<file path="src/rtl/neperek_pkg.sv">
// neperek_pkg: shared state type and detector pattern for the neperek serial line
package neperek_pkg;
  typedef enum logic [1:0] {TX_IDLE, TX_SHIFT, TX_PAR, TX_GAP} tx_state_t;
  localparam logic [3:0] NEPEREK_PATTERN = 4'b0001;
endpackage

</file>
<file path="src/rtl/neperek_seq_tx_if.sv">
// neperek_seq_tx_if: word load handshake and serial output bundle
interface neperek_seq_tx_if #(parameter int WORD_W = 4);
  logic [WORD_W-1:0] DATA_IN;
  logic LOAD_VALID;
  logic LOAD_READY;
  logic SER_OUT;
  logic SER_VALID;
  logic FRAME_DONE;
  modport master (output DATA_IN, LOAD_VALID, input LOAD_READY, SER_OUT, SER_VALID, FRAME_DONE);
  modport slave (input DATA_IN, LOAD_VALID, output LOAD_READY, SER_OUT, SER_VALID, FRAME_DONE);
endinterface

</file>
<file path="src/rtl/neperek_tx_cnt.sv">
// neperek_tx_cnt: loadable down-counter with zero flag, shared by bit and gap counting
module neperek_tx_cnt #(parameter int W = 3) (
  input  logic         clk,
  input  logic         nres,
  input  logic         load,
  input  logic         dec,
  input  logic [W-1:0] val,
  output logic         zero
);
  logic [W-1:0] cnt;
  always_ff @(posedge clk or negedge nres)
    if (!nres) cnt <= '0;
    else cnt <= load ? val : dec ? cnt - 1'b1 : cnt;
  assign zero = cnt == '0;
endmodule

</file>
<file path="src/rtl/neperek_seq_tx.sv">
// neperek_seq_tx: MSB-first serial word transmitter; NEPEREK_TX_PARITY_EN appends an even-parity bit
module neperek_seq_tx
  import neperek_pkg::*;
#(
  parameter int WORD_W   = 4,
  parameter int GAP_BITS = 0
) (
  input logic clk,
  input logic nres,
  neperek_seq_tx_if.slave tx
);
`ifdef NEPEREK_TX_PARITY_EN
  localparam bit PAR_EN = 1'b1;
`else
  localparam bit PAR_EN = 1'b0;
`endif
  localparam int MX = WORD_W > GAP_BITS ? WORD_W : GAP_BITS;
  localparam int CW = $clog2(MX + 1);
  localparam int GL = GAP_BITS > 0 ? GAP_BITS - 1 : 0;
  tx_state_t state;
  logic [WORD_W-1:0] sreg;
  logic par, zero, accept, last_bit, enter_par, enter_gap;
  assign accept    = tx.LOAD_VALID & tx.LOAD_READY;
  assign last_bit  = state == TX_SHIFT && zero;
  assign enter_par = PAR_EN && last_bit;
  assign enter_gap = GAP_BITS > 0 && (PAR_EN ? state == TX_PAR : last_bit);
  neperek_tx_cnt #(.W(CW)) u_cnt (
    .clk (clk),
    .nres(nres),
    .load(accept | enter_gap),
    .dec ((state == TX_SHIFT || state == TX_GAP) && !zero),
    .val (accept ? CW'(WORD_W - 1) : CW'(GL)),
    .zero(zero)
  );
  // an accept can only happen in idle or the frame's final cycle, so it always starts a fresh frame
  always_ff @(posedge clk or negedge nres)
    if (!nres) begin
      state <= TX_IDLE;
      sreg  <= '0;
      par   <= 1'b0;
    end else begin
      state <= accept ? TX_SHIFT : enter_par ? TX_PAR : enter_gap ? TX_GAP :
               ((state == TX_SHIFT || state == TX_GAP) && !zero) ? state : TX_IDLE;
      sreg  <= accept ? tx.DATA_IN : state == TX_SHIFT ? sreg << 1 : sreg;
      par   <= accept ? ^tx.DATA_IN : par;
    end
  assign tx.SER_OUT    = state == TX_SHIFT ? sreg[WORD_W-1] : state == TX_PAR ? par : 1'b0;
  assign tx.SER_VALID  = state == TX_SHIFT || state == TX_PAR;
  assign tx.FRAME_DONE = PAR_EN ? state == TX_PAR : last_bit;
  assign tx.LOAD_READY = state == TX_IDLE || (GAP_BITS == 0 ? tx.FRAME_DONE : state == TX_GAP && zero);
endmodule

</file>
<file path="src/flat_wrapper.sv">
// flat-port wrapper written by rule: the top's interface ports become plain ports
module neperek_seq_tx_flat import neperek_pkg::*;
#(
  parameter int WORD_W   = 4,
  parameter int GAP_BITS = 0
)
  (clk, nres, tx_DATA_IN, tx_LOAD_VALID, tx_LOAD_READY, tx_SER_OUT, tx_SER_VALID, tx_FRAME_DONE);
  neperek_seq_tx_if #(.WORD_W(WORD_W)) tx_i ();
  input logic clk;
  input logic nres;
  input wire logic [$bits(tx_i.DATA_IN)-1:0] tx_DATA_IN;
  input wire logic [$bits(tx_i.LOAD_VALID)-1:0] tx_LOAD_VALID;
  output wire logic [$bits(tx_i.LOAD_READY)-1:0] tx_LOAD_READY;
  output wire logic [$bits(tx_i.SER_OUT)-1:0] tx_SER_OUT;
  output wire logic [$bits(tx_i.SER_VALID)-1:0] tx_SER_VALID;
  output wire logic [$bits(tx_i.FRAME_DONE)-1:0] tx_FRAME_DONE;
  assign tx_i.DATA_IN = tx_DATA_IN;
  assign tx_i.LOAD_VALID = tx_LOAD_VALID;
  assign tx_LOAD_READY = tx_i.LOAD_READY;
  assign tx_SER_OUT = tx_i.SER_OUT;
  assign tx_SER_VALID = tx_i.SER_VALID;
  assign tx_FRAME_DONE = tx_i.FRAME_DONE;
  neperek_seq_tx #(.WORD_W(WORD_W), .GAP_BITS(GAP_BITS)) u_core (.clk(clk), .nres(nres), .tx(tx_i));
endmodule
</file>
<file path="config.mk">
export PLATFORM = sky130hd
export DESIGN_NAME = neperek_seq_tx_flat
export DESIGN_NICKNAME = d
export VERILOG_FILES = /design/src/rtl/neperek_pkg.sv /design/src/rtl/neperek_seq_tx_if.sv /design/src/rtl/neperek_tx_cnt.sv /design/src/rtl/neperek_seq_tx.sv /design/src/flat_wrapper.sv
export SDC_FILE = /design/constraint.sdc
export NUM_CORES = 1
export LEC_CHECK = 0
export CAP_MARGIN = 0
export CORE_AREA = 2 2 39 41
export CTS_BUF_LIST = sky130_fd_sc_hd__clkbuf_8
export CTS_CLUSTER_SIZE = 20
export DETAILED_ROUTE_END_ITERATION = 10
export DIE_AREA = 0 0 41 43
export MAX_ROUTING_LAYER = met4
export PLACE_DENSITY = 0.67
export SLEW_MARGIN = 20
export SYNTH_ARGS = -nofsm -noshare
export SYNTH_HDL_FRONTEND = slang
export SYNTH_HIERARCHICAL = 1
export SYNTH_SLANG_ARGS = --single-unit
</file>
<file path="constraint.sdc">
create_clock -name clk -period 1.43 [get_ports clk]
set_input_delay 0.143 -clock clk [delete_from_list [all_inputs] [get_ports clk]]
set_output_delay 0.143 -clock clk [all_outputs]
set_load 0.02 [all_outputs]
</file>
==> Word level (Yosys, flattened, before mapping) <==
Cells that the tools add are included.
{ "word_totals": {"register_bits": 10, "inputBits": 7} }
{ "classes": {"n_addsub": 1, "n_eq_ne": 4, "n_mux": 8, "bitwise_logic": 1, "n_reduce_logical": 11} }
{ "op_table": {"columns": ["op", "count"], "rows": [
  ["$mux 4", 2],
  ["$mux 3", 2],
  ["$eq 2x2->1 const B", 2],
  ["$mux 2", 2],
  ["$reduce_bool 2->1", 2],
  ["$reduce_xor 4->1", 1],
  ["$logic_not 3->1", 1],
  ["$logic_or 1x1->1", 3],
  ["$sub 3x1->3 const B", 1],
  ["$eq 2x1->1 const B", 1],
  ["$logic_and 1x1->1", 2],
  ["$logic_not 2->1", 1],
  ["$mux 1", 2],
  ["$ne 2x1->1 const B", 1],
  ["$and 1x1->1", 1],
  ["$logic_not 1->1", 1]
]} }

==> Depth between registers and ports, before layout <==
Gate-level depths: netlist (run 1).
{ "depth": {"word_depth": 5, "ltp_mapped": 9} }

==> Cells and area by module <==
Netlist (run 1), hierarchy kept.
{ "modules_own_cells": {"columns": ["module", "instances", "cells_each", "area_per_inst_um2", "seq_area_each_um2"], "rows": [
  ["neperek_seq_tx", 1, 27, 301.5, 125.1],
  ["neperek_tx_cnt", 1, 19, 181.4, 75.1]
]} }

==> Worst setup path after synthesis (run 1) <==
Ideal clock, no wire load.
{ "synth_timing": {"kind": "reg2reg", "startpoint": "reg u_core.u_cnt.cnt[0]", "endpoint": "reg u_core.u_cnt.cnt[1]", "setup_time_ns": 0.092, "arrival_ns": 1.413, "required_time_ns": 1.338, "path_slack_ns": -0.075, "stages_incl_launch_ff": 9, "n_path_buf": 1, "cell_sequence": "dfrtp_1 inv_1 ha_1 ha_1 nand2b_4 buf_8 nand2_4 inv_1 o31ai_2"} }
{ "synth_between": {"elab_chain_len": 5} }
{ "synth_rtl": {"columns": ["element", "line", "text"], "rows": [
  ["start: declaration", "neperek_tx_cnt.sv:10", "logic [W-1:0] cnt;"],
  ["start signal: assignment", "neperek_tx_cnt.sv:13", "else cnt <= load ? val : dec ? cnt - 1'b1 : cnt;"],
  ["$logic_not 3->1 (*)", "neperek_tx_cnt.sv:14", "assign zero = cnt == '0;"],
  ["net u_core.zero", "neperek_seq_tx.sv:22", "logic par, zero, accept, last_bit, enter_par, enter_gap;"],
  ["$logic_and 1x1->1 (*)", "neperek_seq_tx.sv:24", "assign last_bit = state == TX_SHIFT && zero;"],
  ["$logic_or 1x1->1 (*)", "neperek_seq_tx.sv:50", "assign tx.LOAD_READY = state == TX_IDLE || (GAP_BITS == 0 ? tx.FRAME_DONE : state == TX_GAP && zero);"],
  ["net tx_LOAD_READY", "flat_wrapper.sv:13", "output wire logic [$bits(tx_i.LOAD_READY)-1:0] tx_LOAD_READY;"],
  ["$and 1x1->1 (*)", "neperek_seq_tx.sv:23", "assign accept = tx.LOAD_VALID & tx.LOAD_READY;"],
  ["net u_core.accept", "neperek_seq_tx.sv:22", null],
  ["$mux 3 or $reduce_bool 2->1 (tied branches)", null, null]
]} }
Mark *: on every way through the listed nets, which the timed path passes. The rest lies on a longest branch. The select of a mux whose other input is x is not followed.
A chain may end at the register's enable or synchronous reset.

==> Worst setup path in the final report (run 1) <==
{ "layout_timing": {"startpoint": "reg u_core.u_cnt.cnt[0]", "endpoint": "reg u_core.sreg[2]"} }
{ "layout_between": {"elab_chain_len": 5} }
{ "layout_rtl": {"columns": ["element", "line", "text"], "rows": [
  ["$logic_not 3->1 (*)", "neperek_tx_cnt.sv:14", null],
  ["net u_core.zero", "neperek_seq_tx.sv:22", null],
  ["$logic_and 1x1->1 (*)", "neperek_seq_tx.sv:24", null],
  ["$logic_or 1x1->1 (*)", "neperek_seq_tx.sv:50", null],
  ["$and 1x1->1 (*)", "neperek_seq_tx.sv:23", null],
  ["$mux 4 or $reduce_bool 2->1 (tied branches)", null, null],
  ["end signal: assignment", "neperek_seq_tx.sv:44", "sreg <= accept ? tx.DATA_IN : state == TX_SHIFT ? sreg << 1 : sreg;"],
  ["end: declaration", "neperek_seq_tx.sv:21", "logic [WORD_W-1:0] sreg;"]
]} }
Mark *: on every way through the listed nets, which the timed path passes. The rest lies on a longest branch.

==> flow_summary.yaml, run 1 <==
floorplanning:
  start_util: 0.3490
  rows: 14
  ios: 11
  die_area_um2: 1763
  die_y_um: 43
  die_w_um: 41
  core_area_um2: 1384
synthesis:
  yosysWarnings: 6
  synth_cells: 46
  async_reset_ff_frac: 1.000
  syn-cell-area_um2: 483.0
  synth_area_leader_cell: "dfrtp_1"
  synth-edff-count: 0
  synthDominantCellAreaShare: 0.4145
  ys_types: 20
  ys_top_cells_by_area: "dfrtp_1 (41%), o221a_1 (7.0%), a211o_1 (5.4%), and2_1 (5.2%), ha_1 (5.2%)"
  ys_seq_elements: 8
  synthesis.nets: 55
  synth_area_per_cell_um2: 10.50
  synth_flop_cell: "dfrtp_1"
  seq_area_frac_synth: 0.4145
  synth.most_common_cell: "dfrtp_1"
  synthTopCellsByCount: "dfrtp_1 (8), inv_1 (5), and2_1 (4)"
grt:
  grt_pass1_vias: 345
  antenna_found_initial: 0
  grt_pass1_wl_um: 1483
  grt_max_degree: 9
  grt_usage: 0.1307
  overflow: 0
worst_hold_path:
  hold_class: "input pin to async pin"
sta:
  setup_viol: 3
  rsz0062_at_grt: "true"
  period_share: 1.016
  hold_viol: 0
  min_period_ns: 1.453
  drv_slew: 0
  fin_ws_ns: -0.02315
  skew_ns: 0.005878
  timing.fmax_mhz: 688.2
pwr:
  p_per_area_nw_per_um2: 2383
  worst_ir_drop_vdd_mv: 0.9906
  power_frac_comb: 0.613
  seqPwrFrac: 0.233
  total_power_mw: 1.721
  power_switching_mw: 0.6349
  switching_share: 0.3690
  p_int_mw: 1.086
  p_clk_frac: 0.154
  p_leak_nw: 0.3178
setup_path:
  r2r_end: "u_core/sreg[2]"
  r2r_setup_slack_ns: -0.02
  worstRegToRegCells: 7
  path_buf_inv: 3
  crit_slowest_cell: "dfrtp_1"
  reg2reg_from: "u_core/u_cnt/cnt[0]"
  slowest_delay_ns: 0.36
  endpoint_kind: "register"
  worstSetupPathType: "register to register"
  cpMostUsedCell: "ha_4"
  critPathArrivalTime_ns: 1.56
  startpoint: "u_core/u_cnt/cnt[0]"
  cp_data_required_time_ns: 1.54
  cp_max_fo: 6
  crit_chain: "inv_2 -> ha_4 -> ha_4 -> nand2b_4 -> buf_8 -> buf_6 -> o221a_1"
  crit_family: "flip-flops"
  startpoint_type: "register"
placement:
  gp_congestion: 0.6952
  pre_cts_ws_ns: -0.1864
  hpwl_um: 689.3
  port-buffer-count: 10
clock_network:
  numCtsBuffers: 3
  cts_sinks: 8
  ctsRootBufferMaster: "clkbuf_8"
  cts_tree: "done"
  clkLatencyLatePin_ns: 0.22
  clkTransAtPathRegs_ns: 0.04
  htree_levels: 1
  cts_hold_buf: 0
  clk_path_buf_depth: 2
layout:
  areaGrowthSynthToFinish_pct: 49.48
  drive_gt1_frac: 0.3651
  num_antenna_cells: 0
  nets: 74
detailed_routing:
  remaining_drc_errors: 0
  drt-initial-drc-count: 2
  ant_nets: 0
  vias: 371
  finalWirelength_um: 971
  post_drt_wl_per_cell_um: 12.29
  via_per_inst: 4.696
  dr.pass1.iters: 2
flow_run:
  cap_violations: 0
run_status:
  status: "complete, but fails checks"
  violations: "negative setup slack"
==> stage by stage <==
step | area [µm²] | TNS (ns) | hold WS [ns] | std cells | utilization
floorplan | 488.0 | 0 | -0.1526 | 46 | -
global placement | 604.3 | -0.4449 | 0.4573 | 73 | 0.4367
detailed placement | 604.3 | -0.6356 | 0.4662 | 73 | 0.4367
CTS | 661.9 | -0.08587 | 0.2282 | 77 | 0.4783
global route | 721.9 | -0.3016 | 0.2402 | 79 | 0.5217
finish | 721.9 | -0.04553 | 0.2093 | 79 | 0.5217
==> cells in the final DEF (no fill, tap or decap), types with 3 or more instances in the layout <==
master / count
nand2_1: 3
nor2b_1: 3
clkbuf_8: 3
a211o_1: 3
dfrtp_1: 7
and2_1: 3
buf_4: 4
clkdlybuf4s50_1: 6
o221a_1: 3
==> timing repair <==
item                       in CTS  in global routing
hold endpoints to repair        0                  0
setup endpoints to repair      10                 10
gates resized for setup        14                 11
gates cloned                    0                  0
pin swaps                       0                  4
buffers inserted                1                  2
==> final cells by class <==
class,count,area [µm²]
Sequential cell,8,201.4
Tap cell,16,20.02
Fill cell,134,661.9
Multi-Input combinational cell,31,282.8
Inverter,5,28.78
Clock buffer,3,41.29
Timing Repair Buffer,16,147.6
==> power groups by stage <==
stage / Clock, mW / Combinational (mW) / Sequential [mW]
after floorplan: 0 / 0.605 / 0.384
after global placement: 0 / 0.782 / 0.392
after detailed placement: 0 / 0.787 / 0.395
after CTS: 0.270 / 0.833 / 0.394
after global routing: 0.287 / 1.16 / 0.413
final: 0.266 / 1.05 / 0.400
==> state kept, by name (all words and copies together), names as in the netlist <==
register	cells
u_core/u_cnt/cnt	3
u_core/sreg	4
u_core/state	1
==> kinds of logic after synthesis <==
logic type | after synthesis | synth area share
AO/OA/AOI/OAI | 10 | 0.1969
XOR/XNOR | 1 | 0.01814
adder cells (fa/ha/maj) | 2 | 0.05181
buffers and inverters | 7 | 0.09326
flip-flops | 8 | 0.4145
other | 1 | 0.007765
AND/OR/NAND/NOR | 17 | 0.2176
==> routing by layer <==
metal	vias up	global-route usage	share of wire
met1	178	0.1617	0.44
met3	0	0.04712	0.035
li1	189	-	-
met5	-	-	0
met4	0	0.04000	0
met2	4	0.1938	0.52
==> how the worst max path moves through the flow <==
stage                                      to  cells past startpoint  slack, ns
after floorplan           u_core/u_cnt/cnt[1]                      8       0.01
after global placement          tx_FRAME_DONE                      5      -0.17
after detailed placement        tx_FRAME_DONE                      5      -0.19
after CTS                 u_core/u_cnt/cnt[1]                      8      -0.04
after global routing           u_core/sreg[2]                      7      -0.08
final                          u_core/sreg[2]                      7      -0.02
(Power assumes the default switching activity.)
==> run 2, diff against run 1 <==
Settings changed: PLACE_DENSITY 0.67 to not set.
==> flow_summary.yaml, run 2 (same netlist as run 1, synthesis figures left out) <==
sta:
  rsz0062_at_grt: "true"
  fin_ws_ns: -0.02254
  tns_ns: -0.02254
  timing.fmax_mhz: 688.4
  setup_viol: 1
  skew_ns: 0.004421
  drv_slew: 0
  period_share: 1.016
  hold_viol: 0
  min_period_ns: 1.453
layout:
  top_register: "u_core/sreg"
  drive_gt1_frac: 0.3279
  num_antenna_cells: 0
  largest_register_ffs: 4
  nets: 72
  fillerInstances: 137
  final_cells: 77
  layout_common_cells: "dfrtp_1 (8), clkdlybuf4s50_1 (6)"
  top_regs: "u_core/sreg: 4 flops, u_core/u_cnt/cnt: 3 flops, u_core/state: 1 flops"
  finish.instance_area_um2: 701.9
  areaGrowthSynthToFinish_pct: 45.34
  layout_commonest_cell: "dfrtp_1"
pwr:
  switching_share: 0.3779
  p_int_mw: 1.036
  p_per_area_nw_per_um2: 2372
  p_leak_nw: 0.3053
  power_frac_comb: 0.602
  worst_ir_drop_vdd_mv: 1.158
  power_switching_mw: 0.6291
  p_clk_frac: 0.161
  seqPwrFrac: 0.237
clock_network:
  clkTransAtPathRegs_ns: 0.04
  cts_sinks: 8
  clkLatencyLatePin_ns: 0.23
  clk_path_buf_depth: 2
  cts_tree: "done"
  cts_hold_buf: 0
  ctsRootBufferMaster: "clkbuf_8"
  numCtsBuffers: 3
  htree_levels: 1
floorplanning:
  core_area_um2: 1384
  start_util: 0.3490
  die_y_um: 43
  ios: 11
  die_w_um: 41
  rows: 14
  die_area_um2: 1763
flow_run:
  cap_violations: 0
detailed_routing:
  remaining_drc_errors: 0
  ant_nets: 0
  vias: 379
  finalWirelength_um: 989
  drt-initial-drc-count: 6
  via_per_inst: 4.922
  post_drt_wl_per_cell_um: 12.84
  dr.pass1.iters: 4
setup_path:
  worstSetupPathType: "register to register"
  reg2reg_from: "u_core/u_cnt/cnt[1]"
  worstRegToRegCells: 7
  slowest_delay_ns: 0.35
  crit_slowest_cell: "dfrtp_1"
  cpMostUsedCell: "ha_4"
  cp_data_required_time_ns: 1.54
  crit_family: "flip-flops"
  r2r_end: "u_core/sreg[1]"
  cp_max_fo: 6
  startpoint_type: "register"
  path_buf_inv: 3
  r2r_setup_slack_ns: -0.02
  endpoint_kind: "register"
  critPathArrivalTime_ns: 1.56
  crit_chain: "inv_2 -> ha_4 -> ha_4 -> nand2b_4 -> buf_8 -> buf_6 -> o221a_1"
worst_hold_path:
  hold_class: "input pin to async pin"
grt:
  grt_max_degree: 9
  overflow: 0
  antenna_found_initial: 0
  grt_pass1_vias: 364
  grt_usage: 0.1565
  grt_pass1_wl_um: 1711
placement:
  hpwl_um: 665.5
  pre_cts_ws_ns: -0.1580
  port-buffer-count: 10
  gp_congestion: 0.7097
  placed_area_um2: 604.3
  place_inst: 73
run_status:
  status: "complete, but fails checks"
  violations: "negative setup slack"
==> run 2: timing repair <==
item	4_1_cts	5_1_grt
setup endpoints to repair	9	9
resized for setup	20	5
setup buffers	1	0
pin swaps	2	4
==> run 2: cell type report <==
class / count / area (µm²) / share of cell area
inverter: 5 / 28.78 / 0.04100
tap: 16 / 20.02 / 0.02852
clock buffer: 3 / 41.29 / 0.05882
multi-input combinational: 31 / 282.8 / 0.4029
sequential: 8 / 200.2 / 0.2852
timing repair buffer: 14 / 128.9 / 0.1836
==> run 2: per-layer routing <==
| metal | share of wire | vias to the layer above | GRT usage |
|---|---|---|---|
| met4 | 0.029 | 0 | 0.08000 |
| met1 | 0.41 | 177 | 0.1974 |
| met2 | 0.50 | 9 | 0.2094 |
| met5 | 0 | - | - |
| met3 | 0.056 | 5 | 0.06283 |
| li1 | - | 188 | - |
==> run 2: power groups by stage <==
stage / Clock (mW) / Combinational (mW) / Sequential [mW]
3_3_place_gp: 0 / 0.783 / 0.389
6_report: 0.268 / 1.00 / 0.394
5_1_grt: 0.291 / 1.12 / 0.405
4_1_cts: 0.280 / 0.942 / 0.388
3_5_place_dp: 0 / 0.791 / 0.390
2_1_floorplan: 0 / 0.605 / 0.384
==> run 2: metrics by stage <==
step	utilization	power [mW]	hold WS, ns
after detailed placement	0.4367	1.181	0.4569
after floorplan	-	0.9890	-0.1526
after global placement	0.4367	1.172	0.4574
after global routing	0.5072	1.819	0.2489
final	0.5072	1.665	0.2007
after CTS	0.4937	1.610	0.2154
==> run 2: worst reg2reg max path, delay by kind of cell (launching register included) <==
kind | cells | cell delay, ns
compound gates | 1 | 0.23
fa+ha+maj | 2 | 0.31
buf+inv | 3 | 0.30
flops | 1 | 0.35
simple gates | 1 | 0.14
==> run 2: worst max-delay path by stage <==
| stage | startpoint | endpoint | slack (ns) | cells after the start |
|---|---|---|---|---|
| 4_1_cts | u_core/u_cnt/cnt[0] | u_core/u_cnt/cnt[2] | -0.04 | 8 |
| 3_3_place_gp | u_core/u_cnt/cnt[0] | tx_FRAME_DONE | -0.16 | 5 |
| 6_report | u_core/u_cnt/cnt[1] | u_core/sreg[1] | -0.02 | 7 |
| 3_5_place_dp | u_core/u_cnt/cnt[0] | tx_FRAME_DONE | -0.16 | 5 |
| 2_1_floorplan | u_core/u_cnt/cnt[0] | u_core/u_cnt/cnt[1] | 0.01 | 8 |
| 5_1_grt | u_core/u_cnt/cnt[1] | u_core/sreg[1] | -0.09 | 7 |
